===== config.mk =====
export PLATFORM = sky130hd
export DESIGN_NAME = wb_write_arbiter
export DESIGN_NICKNAME = d
export VERILOG_FILES = /design/src/rtl/wb_write_arbiter.sv
export SDC_FILE = /design/constraint.sdc
export NUM_CORES = 1
export LEC_CHECK = 0
export ABC_AREA = 0
export BUFFER_PORTS_ARGS = -buffer_cell sky130_fd_sc_hd__buf_4
export CORE_MARGIN = 2
export CORE_UTILIZATION = 40
export DETAILED_ROUTE_END_ITERATION = 10
export PLACE_DENSITY = 0.71
export SLEW_MARGIN = 20
export SYNTH_ARGS = -nofsm -noshare
export SYNTH_HDL_FRONTEND = slang
export SYNTH_SLANG_ARGS = --single-unit

===== constraint.sdc =====
create_clock -name clk -period 2.9 [get_ports clk]
set_input_delay 0 -clock clk [delete_from_list [all_inputs] [get_ports clk]]
set_output_delay 0 -clock clk [all_outputs]
set_load 0.01 [all_outputs]

===== src/rtl/wb_write_arbiter.sv =====
// Register-file write-port arbiter between a single-cycle datapath (A) and a
// multicycle unit (B), with a pending-write scoreboard that stalls A on hazards.
module wb_write_arbiter #(
    parameter int DATA_W = 32,
    parameter int ADDR_W = 5
) (
    input  logic              clk,
    input  logic              rst_n,
    input  logic              a_valid,
    input  logic [ADDR_W-1:0] a_rt,
    input  logic [ADDR_W-1:0] a_rd,
    input  logic              a_regdst,
    input  logic [DATA_W-1:0] a_data,
    output logic              a_ready,
    output logic              a_hazard,
    input  logic              b_valid,
    input  logic [ADDR_W-1:0] b_dest,
    input  logic [DATA_W-1:0] b_data,
    output logic              b_ready,
    input  logic              b_issue,
    input  logic [ADDR_W-1:0] b_issue_dest,
    output logic              rf_we,
    output logic [ADDR_W-1:0] rf_waddr,
    output logic [DATA_W-1:0] rf_wdata,
    output logic [31:0]       pend
);

    typedef enum logic {
        LAST_A = 1'b0,
        LAST_B = 1'b1
    } state_t;

    state_t            r_state;
    state_t            w_nextState;
    logic [31:0]       r_pend;
    logic [31:0]       w_pendNext;
    logic              r_rfWe;
    logic [ADDR_W-1:0] r_rfWaddr;
    logic [DATA_W-1:0] r_rfWdata;

    logic [ADDR_W-1:0] w_aDst;
    logic              w_aHazard;
    logic              w_aElig;
    logic              w_bElig;
    logic              w_aGrant;
    logic              w_bGrant;
    logic              w_xfer;
    logic [ADDR_W-1:0] w_xferDst;
    logic [DATA_W-1:0] w_xferData;

    assign w_aDst    = a_regdst ? a_rd : a_rt;
    assign w_aHazard = r_pend[w_aDst];
    assign w_aElig   = a_valid && !w_aHazard;
    assign w_bElig   = b_valid;

    always_ff @(posedge clk) begin
        if (!rst_n) begin
            r_state <= LAST_B;
        end else begin
            r_state <= w_nextState;
        end
    end

    always_comb begin
        w_nextState = r_state;
        if (w_aGrant) begin
            w_nextState = LAST_A;
        end else if (w_bGrant) begin
            w_nextState = LAST_B;
        end
    end

    // On a tie, the requester that did not win last time gets the port.
    always_comb begin
        w_aGrant = 1'b0;
        w_bGrant = 1'b0;
        if (rst_n) begin
            if (w_aElig && w_bElig) begin
                if (r_state == LAST_A) begin
                    w_bGrant = 1'b1;
                end else begin
                    w_aGrant = 1'b1;
                end
            end else if (w_aElig) begin
                w_aGrant = 1'b1;
            end else if (w_bElig) begin
                w_bGrant = 1'b1;
            end
        end
    end

    assign w_xfer     = w_aGrant || w_bGrant;
    assign w_xferDst  = w_aGrant ? w_aDst : b_dest;
    assign w_xferData = w_aGrant ? a_data : b_data;

    // Register 0 is hardwired, so its writes complete the handshake without a write strobe.
    always_ff @(posedge clk) begin
        if (!rst_n) begin
            r_rfWe    <= 1'b0;
            r_rfWaddr <= '0;
            r_rfWdata <= '0;
        end else begin
            r_rfWe <= w_xfer && (w_xferDst != '0);
            if (w_xfer) begin
                r_rfWaddr <= w_xferDst;
                r_rfWdata <= w_xferData;
            end
        end
    end

    // The set is applied after the clear so a same-cycle issue to the same register wins.
    always_comb begin
        w_pendNext = r_pend;
        if (w_bGrant) begin
            w_pendNext[b_dest] = 1'b0;
        end
        if (b_issue && (b_issue_dest != '0)) begin
            w_pendNext[b_issue_dest] = 1'b1;
        end
        w_pendNext[0] = 1'b0;
    end

    always_ff @(posedge clk) begin
        if (!rst_n) begin
            r_pend <= '0;
        end else begin
            r_pend <= w_pendNext;
        end
    end

    assign a_ready  = w_aGrant;
    assign b_ready  = w_bGrant;
    assign a_hazard = w_aHazard;
    assign rf_we    = r_rfWe;
    assign rf_waddr = r_rfWaddr;
    assign rf_wdata = r_rfWdata;
    assign pend     = r_pend;

endmodule


==> flow_metrics.tcl <==
set metrics [dict create \
    die_w_um 96.7 \
    drive_above_1_share_pct 32.3 \
    grt_max_degree 39 \
    finClkSkew_ps 12.1 \
    setup_tns_ps 0 \
    ys.flop_type "dfxtp_1" \
    endpoint_kind "output port" \
    drt_pass1_iterations 5 \
    drt_iter0_markers 329 \
    fin_crit_sh_pct 94.0 \
    fp.coreArea_um2 8260 \
    dp_cells 616 \
    pin_count 163 \
    gr-total-overflow 0 \
    syn_inst 374 \
    maxSlewViolCount 0 \
    worstPathRequired_ps 2900 \
    worst_pin_slew_ps 541 \
    via_per_inst 5.77 \
    status "completed" \
    hold_path_startpoint "b_issue_dest[4]" \
    max_slew_margin_pct 62.9 \
    final-setup-viol-count 0 \
    crit_path_start "pend[14]" \
    avgSynthCellArea_um2 9.19 \
    cp.arrival_ps 2730 \
    portBuffers 161 \
    ant_nets 0 \
    syn-num-nets 464 \
    fmax_ghz 0.367 \
    hold_class "in -> reg" \
    rows 33 \
    grt.total_usage_pct 27.1 \
    worst_setup_path_start_kind "flip-flop" \
    dr_wl_met3_um 943 \
    powerDensity_nw_per_um2 465 \
    die_area_um2 9350 \
    fin_crit_ps 2730 \
    multiInputGateArea_um2 1830 \
    yosysSeqAreaShare_pct 40.8 \
    die_y_um 96.7 \
    m1WireLength_mm 5.18 \
    ff_latch_area_um2 1400 \
    areaGrowthSynthToFinish_pct 63.8 \
    leakage_nw 2.42 \
    grt_pass1_vias 3962 \
    synthArstFlopShare_pct 0 \
    crit_fanout 38 \
    hpwl_mm 8.32 \
    drc 0 \
    path_class "reg -> out" \
    ys_ff_latch 70 \
    grt_pass1_wl_mm 20.4 \
    final_nets 682 \
    fin_util_pct 68.2 \
    top_layer "met4" \
    wl_per_cell_um 19.0 \
    syn-cell-area_um2 3440 \
    start_util_pct 41.6 \
    fillCellCount 651 \
    place_congestion 0.838 \
    hold_violations 0 \
    met2WireLength_mm 6.86 \
    cts_made_buffers 9 \
    final_common_cell "buf_4" \
    clock-root-buffer "clkbuf_8" \
    route.vias.total 4059 \
    synth_cell_type_count 46 \
    clock_latency_ps 340 \
    r2r-start "pend[14]" \
    wl_mm 13.3 \
    synth_edf_count 0 \
    clock_sinks 70 \
    antenna_found_initial 1 \
    clkTransAtPathRegs_ps 80 \
    cts_buffer_depth 2 \
    max_cap_violations 0 \
    cts_tree "yes" \
    peakVddDrop_mv 0.292 \
    rsz0062_at_grt "false" \
    ctsHtreeMaxLevel 3 \
    layout_common_cells "164 x buf_4, 70 x dlygate4sd3_1, 70 x dfxtp_1, 35 x o21ai_0, 34 x a221o_1" \
    yosys_warnings 0 \
    layout.cells.non_filler 703 \
]
per-layer routing:
layer  vias to the layer above  global-route usage, %
met4                         0                   10.9
met2                       216                   46.7
li1                       1870                      -
met1                      1942                   33.3
met5                         -                      0
met3                        31                   4.91
through the flow:
stage                     hold slack [ps]  worst slack [ps]  cell area [um2]  power [mW]
after floorplan                       116               518             3440        1.31
after global placement                221               266             4680        1.56
after detailed placement              227               212             4680        1.57
after CTS                            22.4               178             5630        2.61
after global routing                 43.9              27.3             5630        2.71
final                                42.8               173             5630        2.62
worst max-delay path, stage by stage (launching register included):
cell,delay [ps]
dfxtp_1,420
nand2b_1,90
a32oi_1,240
a21oi_1,90
or3_1,400
and2_1,200
a41o_2,290
inv_2,430
buf_4,220
path summary, 6_finish.rpt:
| path | end | slack [ps] | depth (start not counted) |
|---|---|---|---|
| worst max register to register | pend[15] | 270 | 9 |
| worst max-delay path | b_ready | 170 | 8 |
| worst min-delay path | pend[16] | 40 | 3 |
| worst min register to register | rf_wdata[26] | 490 | 1 |
flip-flops by register name, summed over array words and instances, names as in the netlist:
signal and count:
rf_wdata 32, pend 31, rf_waddr 5, r_state 1, rf_we 1
cells in the mapped netlist, types with 3 or more instances:
cell,number,area share [%]
a21oi_1,5,0.73
a221o_1,34,9.9
and2_0,5,0.91
and2_1,30,5.5
buf_1,3,0.33
buf_2,8,1.2
buf_4,3,0.66
buf_6,4,1.3
clkbuf_1,11,1.2
dfxtp_1,70,41
inv_1,10,1.1
mux2i_1,13,3.8
nand2_1,23,2.5
nand2b_1,9,1.6
nand3_1,7,1.0
nand3b_1,8,1.7
nor2_1,13,1.4
nor2b_1,3,0.55
nor3_1,9,1.3
o211ai_1,3,0.66
o21ai_0,35,5.1
o221ai_1,5,1.3
o22ai_1,5,0.91
o311ai_0,26,6.6
or3_1,4,0.73
or3b_2,3,0.76
what timing repair did:
item | CTS | global route
endpoints found under the hold margin | 38 | 0
resized for setup | 0 | 1
endpoints found under the setup margin | 0 | 1
buffers inserted | 0 | 0
hold buffers | 70 | 0
power by group:
group | total, mW | leakage, nW | switching, mW | internal (mW)
registers | 1.07 | 0.573 | 0.0415 | 1.02
clock network | 0.976 | 0.120 | 0.378 | 0.597
logic | 0.576 | 1.73 | 0.259 | 0.317
final cells by class:
| class | instances | share of cell area (%) |
|---|---|---|
| Clock inverter | 5 | 1.89 |
| Multi-Input combinational cell | 263 | 32.5 |
| Timing Repair Buffer | 236 | 35.0 |
| Sequential cell | 70 | 24.9 |
| Antenna cell | 1 | 0.0445 |
| Inverter | 12 | 0.800 |
| Clock buffer | 11 | 2.51 |
| Tap cell | 105 | 2.33 |
cell families after synthesis:
logic type      after synthesis  share of synthesized area [%]
simple gates                121                           19.5
compound gates              124                           28.5
flops                        70                           40.8
mux                          17                           5.17
other cells                   1                          0.109
buf+inv                      41                           5.97
(Power assumes the default switching activity.)
